## src/rtl/mem_arb_pkg.sv

```systemverilog
// mem_arb_pkg: shared types and constants for the unified-memory port arbiter.
//   arb_state_e : arbiter FSM states
//   grant_e     : owner of the most recent memory grant
//   SZ_*        : RISC-V funct3 load/store width/sign codes (passed to memory)
package mem_arb_pkg;

    typedef enum logic [1:0] {
        IDLE   = 2'd0,
        D_WAIT = 2'd1,
        I_WAIT = 2'd2
    } arb_state_e;

    typedef enum logic {
        GRANT_DATA  = 1'b0,
        GRANT_FETCH = 1'b1
    } grant_e;

    localparam logic [2:0] SZ_B  = 3'b000;
    localparam logic [2:0] SZ_H  = 3'b001;
    localparam logic [2:0] SZ_W  = 3'b010;
    localparam logic [2:0] SZ_BU = 3'b100;
    localparam logic [2:0] SZ_HU = 3'b101;

endpackage

```

## src/rtl/mem_arb_watchdog.sv

```systemverilog
// mem_arb_watchdog: cycle counter that flags a hung memory access.
//   clock, rst : clock, asynchronous active-low reset
//   clr        : restart count at 0 (new grant)
//   en         : an access is outstanding; count advances each cycle
//   expired    : combinational pulse in the cycle the count sits at TIMEOUT-1
//                while enabled, i.e. the last cycle an ack is still accepted
module mem_arb_watchdog #(
    parameter int TIMEOUT = 16
) (
    input  logic clock,
    input  logic rst,
    input  logic clr,
    input  logic en,
    output logic expired
);

    localparam int CW = (TIMEOUT > 2) ? $clog2(TIMEOUT) : 1;

    logic [CW-1:0] cnt;

    assign expired = en && (cnt == CW'(TIMEOUT - 1));

    always_ff @(posedge clock or negedge rst) begin
        if (!rst) begin
            cnt <= '0;
        end else if (clr) begin
            cnt <= '0;
        end else if (en && !expired) begin
            cnt <= cnt + 1'b1;
        end
    end

endmodule

```

## src/rtl/mem_port_arbiter.sv

```systemverilog
// mem_port_arbiter: serialises IF-stage fetches and MEM-stage loads/stores onto
// one single-port unified memory.
//   clock, rst        : clock, asynchronous active-low reset
//   if_req/if_addr    : fetch request (held until if_valid) and PC
//   if_rdata/if_valid : fetched instruction, one-cycle completion pulse
//   if_stall          : fetch must hold (request pending, not completing)
//   d_rd/d_wr/d_addr/d_wdata/d_size : load/store request (rd+wr = store)
//   d_rdata/d_valid/d_stall         : load data, completion pulse, hold
//   err               : one-cycle pulse when an access is abandoned
//   mem_*             : registered memory request side; mem_en is a one-cycle
//                       strobe, mem_ack/mem_rdata complete the access
// Optional: define MEM_ARB_PERF_CNT_EN to add saturating 32-bit stall counters
// fetch_stall_cnt / data_stall_cnt.
module mem_port_arbiter
    import mem_arb_pkg::*;
#(
    parameter int ADDR_W  = 32,
    parameter int DATA_W  = 32,
    parameter int TIMEOUT = 16
) (
    input  logic              clock,
    input  logic              rst,
    input  logic              if_req,
    input  logic [ADDR_W-1:0] if_addr,
    output logic [DATA_W-1:0] if_rdata,
    output logic              if_valid,
    output logic              if_stall,
    input  logic              d_rd,
    input  logic              d_wr,
    input  logic [ADDR_W-1:0] d_addr,
    input  logic [DATA_W-1:0] d_wdata,
    input  logic [2:0]        d_size,
    output logic [DATA_W-1:0] d_rdata,
    output logic              d_valid,
    output logic              d_stall,
    output logic              err,
    output logic              mem_en,
    output logic              mem_we,
    output logic [ADDR_W-1:0] mem_addr,
    output logic [DATA_W-1:0] mem_wdata,
    output logic [2:0]        mem_size,
    input  logic [DATA_W-1:0] mem_rdata,
    input  logic              mem_ack
`ifdef MEM_ARB_PERF_CNT_EN
    ,
    output logic [31:0]       fetch_stall_cnt,
    output logic [31:0]       data_stall_cnt
`endif
);

    arb_state_e state, state_nx;
    grant_e     last_grant;
    logic       cur_store;
    logic       d_req;
    logic       grant_d, grant_f;
    logic       wd_en, wd_expired;
    logic       finish;

    assign d_req    = d_rd | d_wr;
    assign if_stall = if_req & ~if_valid;
    assign d_stall  = d_req & ~d_valid;
    assign finish   = mem_ack | wd_expired;

    mem_arb_watchdog #(.TIMEOUT(TIMEOUT)) u_wd (
        .clock   (clock),
        .rst     (rst),
        .clr     (grant_d | grant_f),
        .en      (wd_en),
        .expired (wd_expired)
    );

    always_ff @(posedge clock or negedge rst) begin
        if (!rst) state <= IDLE;
        else      state <= state_nx;
    end

    // Grants are held off while a valid pulse is out so the requester gets a
    // cycle to move on before the port is handed out again. On contention the
    // side that did not win last time goes first.
    always_comb begin
        state_nx = state;
        grant_d  = 1'b0;
        grant_f  = 1'b0;
        wd_en    = 1'b0;
        case (state)
            IDLE: begin
                if (!(if_valid || d_valid)) begin
                    if (d_req && (!if_req || last_grant == GRANT_FETCH)) begin
                        grant_d  = 1'b1;
                        state_nx = D_WAIT;
                    end else if (if_req) begin
                        grant_f  = 1'b1;
                        state_nx = I_WAIT;
                    end
                end
            end
            D_WAIT, I_WAIT: begin
                wd_en = 1'b1;
                if (finish) state_nx = IDLE;
            end
            default: state_nx = IDLE;
        endcase
    end

    always_ff @(posedge clock or negedge rst) begin
        if (!rst) begin
            mem_en     <= 1'b0;
            mem_we     <= 1'b0;
            mem_addr   <= '0;
            mem_wdata  <= '0;
            mem_size   <= '0;
            if_rdata   <= '0;
            d_rdata    <= '0;
            if_valid   <= 1'b0;
            d_valid    <= 1'b0;
            err        <= 1'b0;
            cur_store  <= 1'b0;
            last_grant <= GRANT_DATA;
        end else begin
            mem_en   <= 1'b0;
            mem_we   <= 1'b0;
            if_valid <= 1'b0;
            d_valid  <= 1'b0;
            err      <= 1'b0;

            if (grant_d) begin
                mem_en     <= 1'b1;
                mem_we     <= d_wr;
                mem_addr   <= d_addr;
                mem_wdata  <= d_wdata;
                mem_size   <= d_size;
                cur_store  <= d_wr;
                last_grant <= GRANT_DATA;
            end else if (grant_f) begin
                mem_en     <= 1'b1;
                mem_addr   <= if_addr;
                mem_size   <= SZ_W;
                last_grant <= GRANT_FETCH;
            end

            // An abandoned access still completes toward its requester, with
            // zeroed data, so the pipeline never waits forever.
            if (state == I_WAIT && finish) begin
                if_valid <= 1'b1;
                err      <= ~mem_ack;
                if_rdata <= mem_ack ? mem_rdata : '0;
            end
            if (state == D_WAIT && finish) begin
                d_valid <= 1'b1;
                err     <= ~mem_ack;
                if (!cur_store) d_rdata <= mem_ack ? mem_rdata : '0;
            end
        end
    end

`ifdef MEM_ARB_PERF_CNT_EN
    always_ff @(posedge clock or negedge rst) begin
        if (!rst) begin
            fetch_stall_cnt <= '0;
            data_stall_cnt  <= '0;
        end else begin
            if (if_stall && fetch_stall_cnt != 32'hFFFF_FFFF) fetch_stall_cnt <= fetch_stall_cnt + 32'd1;
            if (d_stall && data_stall_cnt != 32'hFFFF_FFFF)   data_stall_cnt  <= data_stall_cnt + 32'd1;
        end
    end
`endif

endmodule
```

## config.mk

```make
export PLATFORM = sky130hd
export DESIGN_NAME = mem_port_arbiter
export DESIGN_NICKNAME = d
export VERILOG_FILES = /design/src/rtl/mem_arb_pkg.sv /design/src/rtl/mem_arb_watchdog.sv /design/src/rtl/mem_port_arbiter.sv
export SDC_FILE = /design/constraint.sdc
export NUM_CORES = 1
export LEC_CHECK = 0
export BUFFER_PORTS_ARGS = -buffer_cell sky130_fd_sc_hd__buf_2
export CORE_ASPECT_RATIO = 1.25
export CORE_MARGIN = 1.5
export CORE_UTILIZATION = 51
export CTS_BUF_LIST = sky130_fd_sc_hd__clkbuf_4 sky130_fd_sc_hd__clkbuf_8
export CTS_CLUSTER_DIAMETER = 80
export DETAILED_ROUTE_END_ITERATION = 6
export GPL_ROUTABILITY_DRIVEN = 0
export GPL_TIMING_DRIVEN = 0
export PLACE_DENSITY = 0.88
export SYNTH_ARGS = -nofsm -noshare
export SYNTH_HDL_FRONTEND = slang
export SYNTH_SLANG_ARGS = --single-unit
```

## constraint.sdc

```tcl
create_clock -name clock -period 6.44 [get_ports clock]
set_clock_uncertainty 0.1 [all_clocks]
set_input_delay 0.644 -clock clock [delete_from_list [all_inputs] [get_ports clock]]
set_output_delay 0.644 -clock clock [all_outputs]
set_load 0.01 [all_outputs]
```

# == After elaboration in Yosys (flattened, before gate mapping) ==
# Cells that the tools add are included.
# totals
regBits,144
out_inout_bits,138
wordCells,74
# classes
addsub,1
eq_ne,6
muxes,29
n_bitwise,9
reduce_logical,15
# ops
op,n
$mux 32,3
$mux 1,17
$mux 2,4
$mux 4,2
$mux 3,2
$logic_and 1x1->1,5
$add 4x1->4 const B,1
$eq 4x4->1 const B,1
$ne 2x2->1 const B,2
$not 1->1,4
$pmux 2 s2,1
$reduce_bool 2->1,2
$ne 3x3->1 const B,1
$or 1x1->1,3
$reduce_and 3->1,1
$and 1x1->1,2
$eq 2x1->1 const B,1
$eq 2x2->1 const B,1
$logic_not 1->1,2
$logic_not 2->1,1
$logic_or 1x1->1,2
$reduce_and 2->1,1
$reduce_or 2->1,1

# == Longest topological paths before layout ==
# logic_depth
word_depth,8
ltp_mapped,8
ltp_nobuf,6

# == By module ==
# Synthesis repeated with hierarchy kept, for this count alone.
# hier_totals
cells_unflattened,536
hier_area_um2,6005.8
# modules_own_cells
module,n_inst,cells_per_inst,area_per_inst_um2,seq_area_each_um2
mem_port_arbiter,1,515,5766.8,3503.4
mem_arb_watchdog,1,21,239.0,100.1

# == Least setup slack after synthesis ==
# Ideal clock, no wire load.
# synth_timing
path_type,register -> register
startpoint,register state[0]
endpoint,register mem_wdata[16]
setup_time_ns,0.127
arrival_ns,1.844
required_ns,6.213
setup_slack_ns,4.369
stages_incl_launch_ff,8
n_path_buf,2
period_less_slack_ns,2.071
path_cell_list,dfrtp_1 inv_1 ha_1 or3b_1 a211oi_2 buf_4 buf_6 mux2_1
# synth_between
elab_chain_cells,2
# synth_rtl
item,line_no,text
from (decl),mem_port_arbiter.sv:51,"arb_state_e state, state_nx;"
from (signal assigned),mem_port_arbiter.sv:74,else state <= state_nx;
$logic_not 2->1,mem_port_arbiter.sv:85,case (state)
$mux 1,mem_port_arbiter.sv:85,
to (signal assigned),mem_port_arbiter.sv:130,mem_wdata <= d_wdata;
to (decl),mem_port_arbiter.sv:40,"output logic [DATA_W-1:0] mem_wdata,"
# No other way between the ends.
# A chain may end at the register's enable or synchronous reset.

# == Final worst setup path ==
# layout_timing
startpoint,register state[0]
endpoint,register mem_wdata[28]
# Same word-level chain as after synthesis.

==> impl_metrics.py <==
metrics = {
    "floorplan": {
        "rows": 43,
        "die_w_um": 97.78,
        "fp.dieH_um": 121.5,
        "initial_core_util": 0.5192,
        "dieArea_mm2": 0.01188,
        "core_area_mm2": 0.01103,
        "io_pins": 275,
    },
    "route": {
        "drc_errors": 0,
        "drt_iter0_drc": 152,
        "ant_nets": 0,
        "dr.pass1.iters": 4,
        "num_vias": 4761,
        "wl_per_cell_um": 18.20,
        "viasPerCell": 5.479,
        "routed_wl_mm": 15.82,
    },
    "synth": {
        "ys_warn_count": 0,
        "synth-main-ff-cell": "dfrtp_1",
        "synthesis.nets": 569,
        "synth_edf_count": 0,
        "synth_async_sr_flop_share": 1.000,
        "ys_types": 32,
        "ys_ff_latch": 144,
        "avgSynthCellArea_um2": 13.38,
        "synth-seq-area-share": 0.6292,
        "syn-cell-area_mm2": 0.005727,
        "postSynthCellCount": 428,
    },
    "pwr": {
        "power_leakage_uw": 0.003959,
        "p_per_area_mw_per_mm2": 495.1,
        "vdd_drop_max_mv": 0.2595,
    },
    "clock_tree": {
        "post_cts_buffers": 0,
        "h-tree-depth": 4,
        "cts_max_path_buffers": 2,
        "clk_latency_ns": 0.42,
        "cts-buffers-inserted": 17,
        "hold_buffers": 0,
        "cts_resized": 0,
        "path_clk_slew_ns": 0.07,
        "clock-sinks": 144,
        "root_buffer": "clkbuf_8",
        "cts_tree": "yes",
    },
    "setup_path": {
        "critPathSlowestCell": "dfrtp_1",
        "arrival_ns": 2.55,
        "end_kind": "flop",
        "rr_worst_depth": 7,
        "critPathMaxStageDelay_ns": 0.41,
        "start_kind": "flop",
        "cp_data_required_time_ns": 6.64,
        "crit_type": "reg -> reg",
        "crit_path_cell_trace": "inv_1 -> ha_1 -> or3b_1 -> a211oi_2 -> buf_4 -> buf_6 -> mux2_1",
        "cp_max_fo": 10,
    },
    "cells_and_area": {
        "layout-drive-gt1-share": 0.4591,
        "final_common_cell": "buf_2",
        "fin_nets": 863,
        "n_antenna_cell": 0,
        "syn_to_final_growth_pct": 34.52,
        "fillers": 807,
        "final_cells": 869,
        "final_cell_mix": "279 x buf_2, 144 x dfrtp_1, 64 x a32o_1",
    },
    "sta": {
        "finalSetupViolations": 0,
        "rsz0062_at_grt": "no",
        "slew_violations": 0,
        "hold_viol": 0,
        "worstMarginPinSlew_ns": 0.6355,
        "fin_crit_sh": 0.3651,
        "min_period_ns": 2.351,
        "slew_headroom": 0.5763,
        "final.setup.tns_ns": 0,
        "fmax_mhz": 425.3,
    },
    "run": {
        "drv_cap": 0,
    },
    "worst_hold_path": {
        "min_path_type": "in -> async",
    },
    "grt": {
        "grt_max_degree": 77,
        "antenna_found_initial": 0,
        "grt_overflow": 0,
        "grt_use_total": 0.2699,
        "grt_pass1_vias": 5028,
        "grt_pass1_wl_mm": 24.91,
    },
    "place": {
        "placed_cells": 838,
        "place_hpwl_mm": 12.22,
        "port_buffers": 274,
    },
    "status": {
        "outcome": "finished, final reports clean",
    },
}
## state kept, by name (all words and copies together), names as in the netlist
signal / cells
d_rdata: 32
mem_wdata: 32
mem_addr: 32
u_wd.cnt: 4
if_valid: 1
last_grant: 1
if_rdata: 32
err: 1
d_valid: 1
mem_en: 1
cur_store: 1
state: 2
mem_we: 1
mem_size: 3
## per-stage QoR
stage | hold WS [ns] | worst slack, ns | power, µW | area, µm² | util
after global routing | 0.1439 | 3.957 | 4058 | 7704 | 0.6985
after global placement | 0.3580 | 2.790 | 3036 | 7267 | 0.6589
final | 0.1168 | 4.089 | 3814 | 7704 | 0.6985
after detailed placement | 0.3658 | 4.079 | 3126 | 7301 | 0.6619
after CTS | 0.1215 | 4.066 | 3847 | 7704 | 0.6985
after floorplan | 0.2484 | 4.369 | 2422 | 5727 | -
## layout make-up
class / count / area [µm²] / share of cell area
Clock inverter: 9 / 106.4 / 0.01381
Buffer: 35 / 168.9 / 0.02193
Inverter: 7 / 26.28 / 0.003411
Timing Repair Buffer: 275 / 1405 / 0.1824
Clock buffer: 22 / 296.5 / 0.03849
Sequential cell: 144 / 3603 / 0.4678
Multi-Input combinational cell: 242 / 1928 / 0.2503
Tap cell: 135 / 168.9 / 0.02193
## worst paths after layout
kind	startpoint	end	slack, ns
max	state[0]$_DFFE_PN0P_	mem_wdata[28]$_DFFE_PN0N_	4.09
min	rst	if_rdata[10]$_DFFE_PN0P_	0.12
max reg2reg	state[0]$_DFFE_PN0P_	mem_wdata[28]$_DFFE_PN0N_	4.09
min reg2reg	mem_addr[10]$_DFFE_PN0P_	mem_addr[10]$_DFFE_PN0P_	0.38
max in group asynchronous	rst	mem_wdata[22]$_DFFE_PN0N_	5.35
min in group clock	d_wdata[16]	mem_wdata[16]$_DFFE_PN0N_	0.34
## kinds of logic (layout without fill, tap and decap cells)
group	Yosys count	count (layout)	share of synthesized area
adder cells (fa/ha/maj)	4	4	0.008740
flip-flops	144	144	0.6292
multiplexers	64	64	0.1191
buffers and inverters	42	348	0.03409
AO/OA/AOI/OAI	110	110	0.1573
XOR/XNOR	3	3	0.004589
AND/OR/NAND/NOR	61	61	0.04697
## power by group
group          total (µW)  leakage (µW)  switching (µW)  internal (µW)
registers            1550       0.00178             225           1330
clock network         712      0.000201             325            387
logic                1550       0.00198             841            710
## cell usage after synthesis, types with 5 or more instances
master,instances,share of area
nand3_1,5,0.0044
o21ai_0,33,0.029
mux2i_1,31,0.054
mux2_1,15,0.029
nand2_1,37,0.024
a32o_1,64,0.11
buf_2,6,0.0052
inv_1,7,0.0046
dfrtp_1,144,0.63
clkbuf_1,21,0.014
mux2_2,18,0.035
nor2_1,8,0.0052
## layer usage
| metal | part of all wire | global-route usage | vias up |
|---|---|---|---|
| met3 | 0.095 | 0.1071 | 19 |
| met1 | 0.36 | 0.2937 | 2343 |
| met5 | 0 | 0 | - |
| li1 | - | - | 2175 |
| met2 | 0.53 | 0.4792 | 224 |
| met4 | 0.016 | 0.09018 | 0 |
## worst max-delay path: cells and delay by family (launching register included)
kind	cells	cell delay [ns]
compound gates	1	0.22
fa+ha+maj	1	0.26
mux	1	0.35
buf+inv	3	0.51
simple gates	1	0.39
flops	1	0.41
No activity file was read; power rests on OpenSTA's default activity.
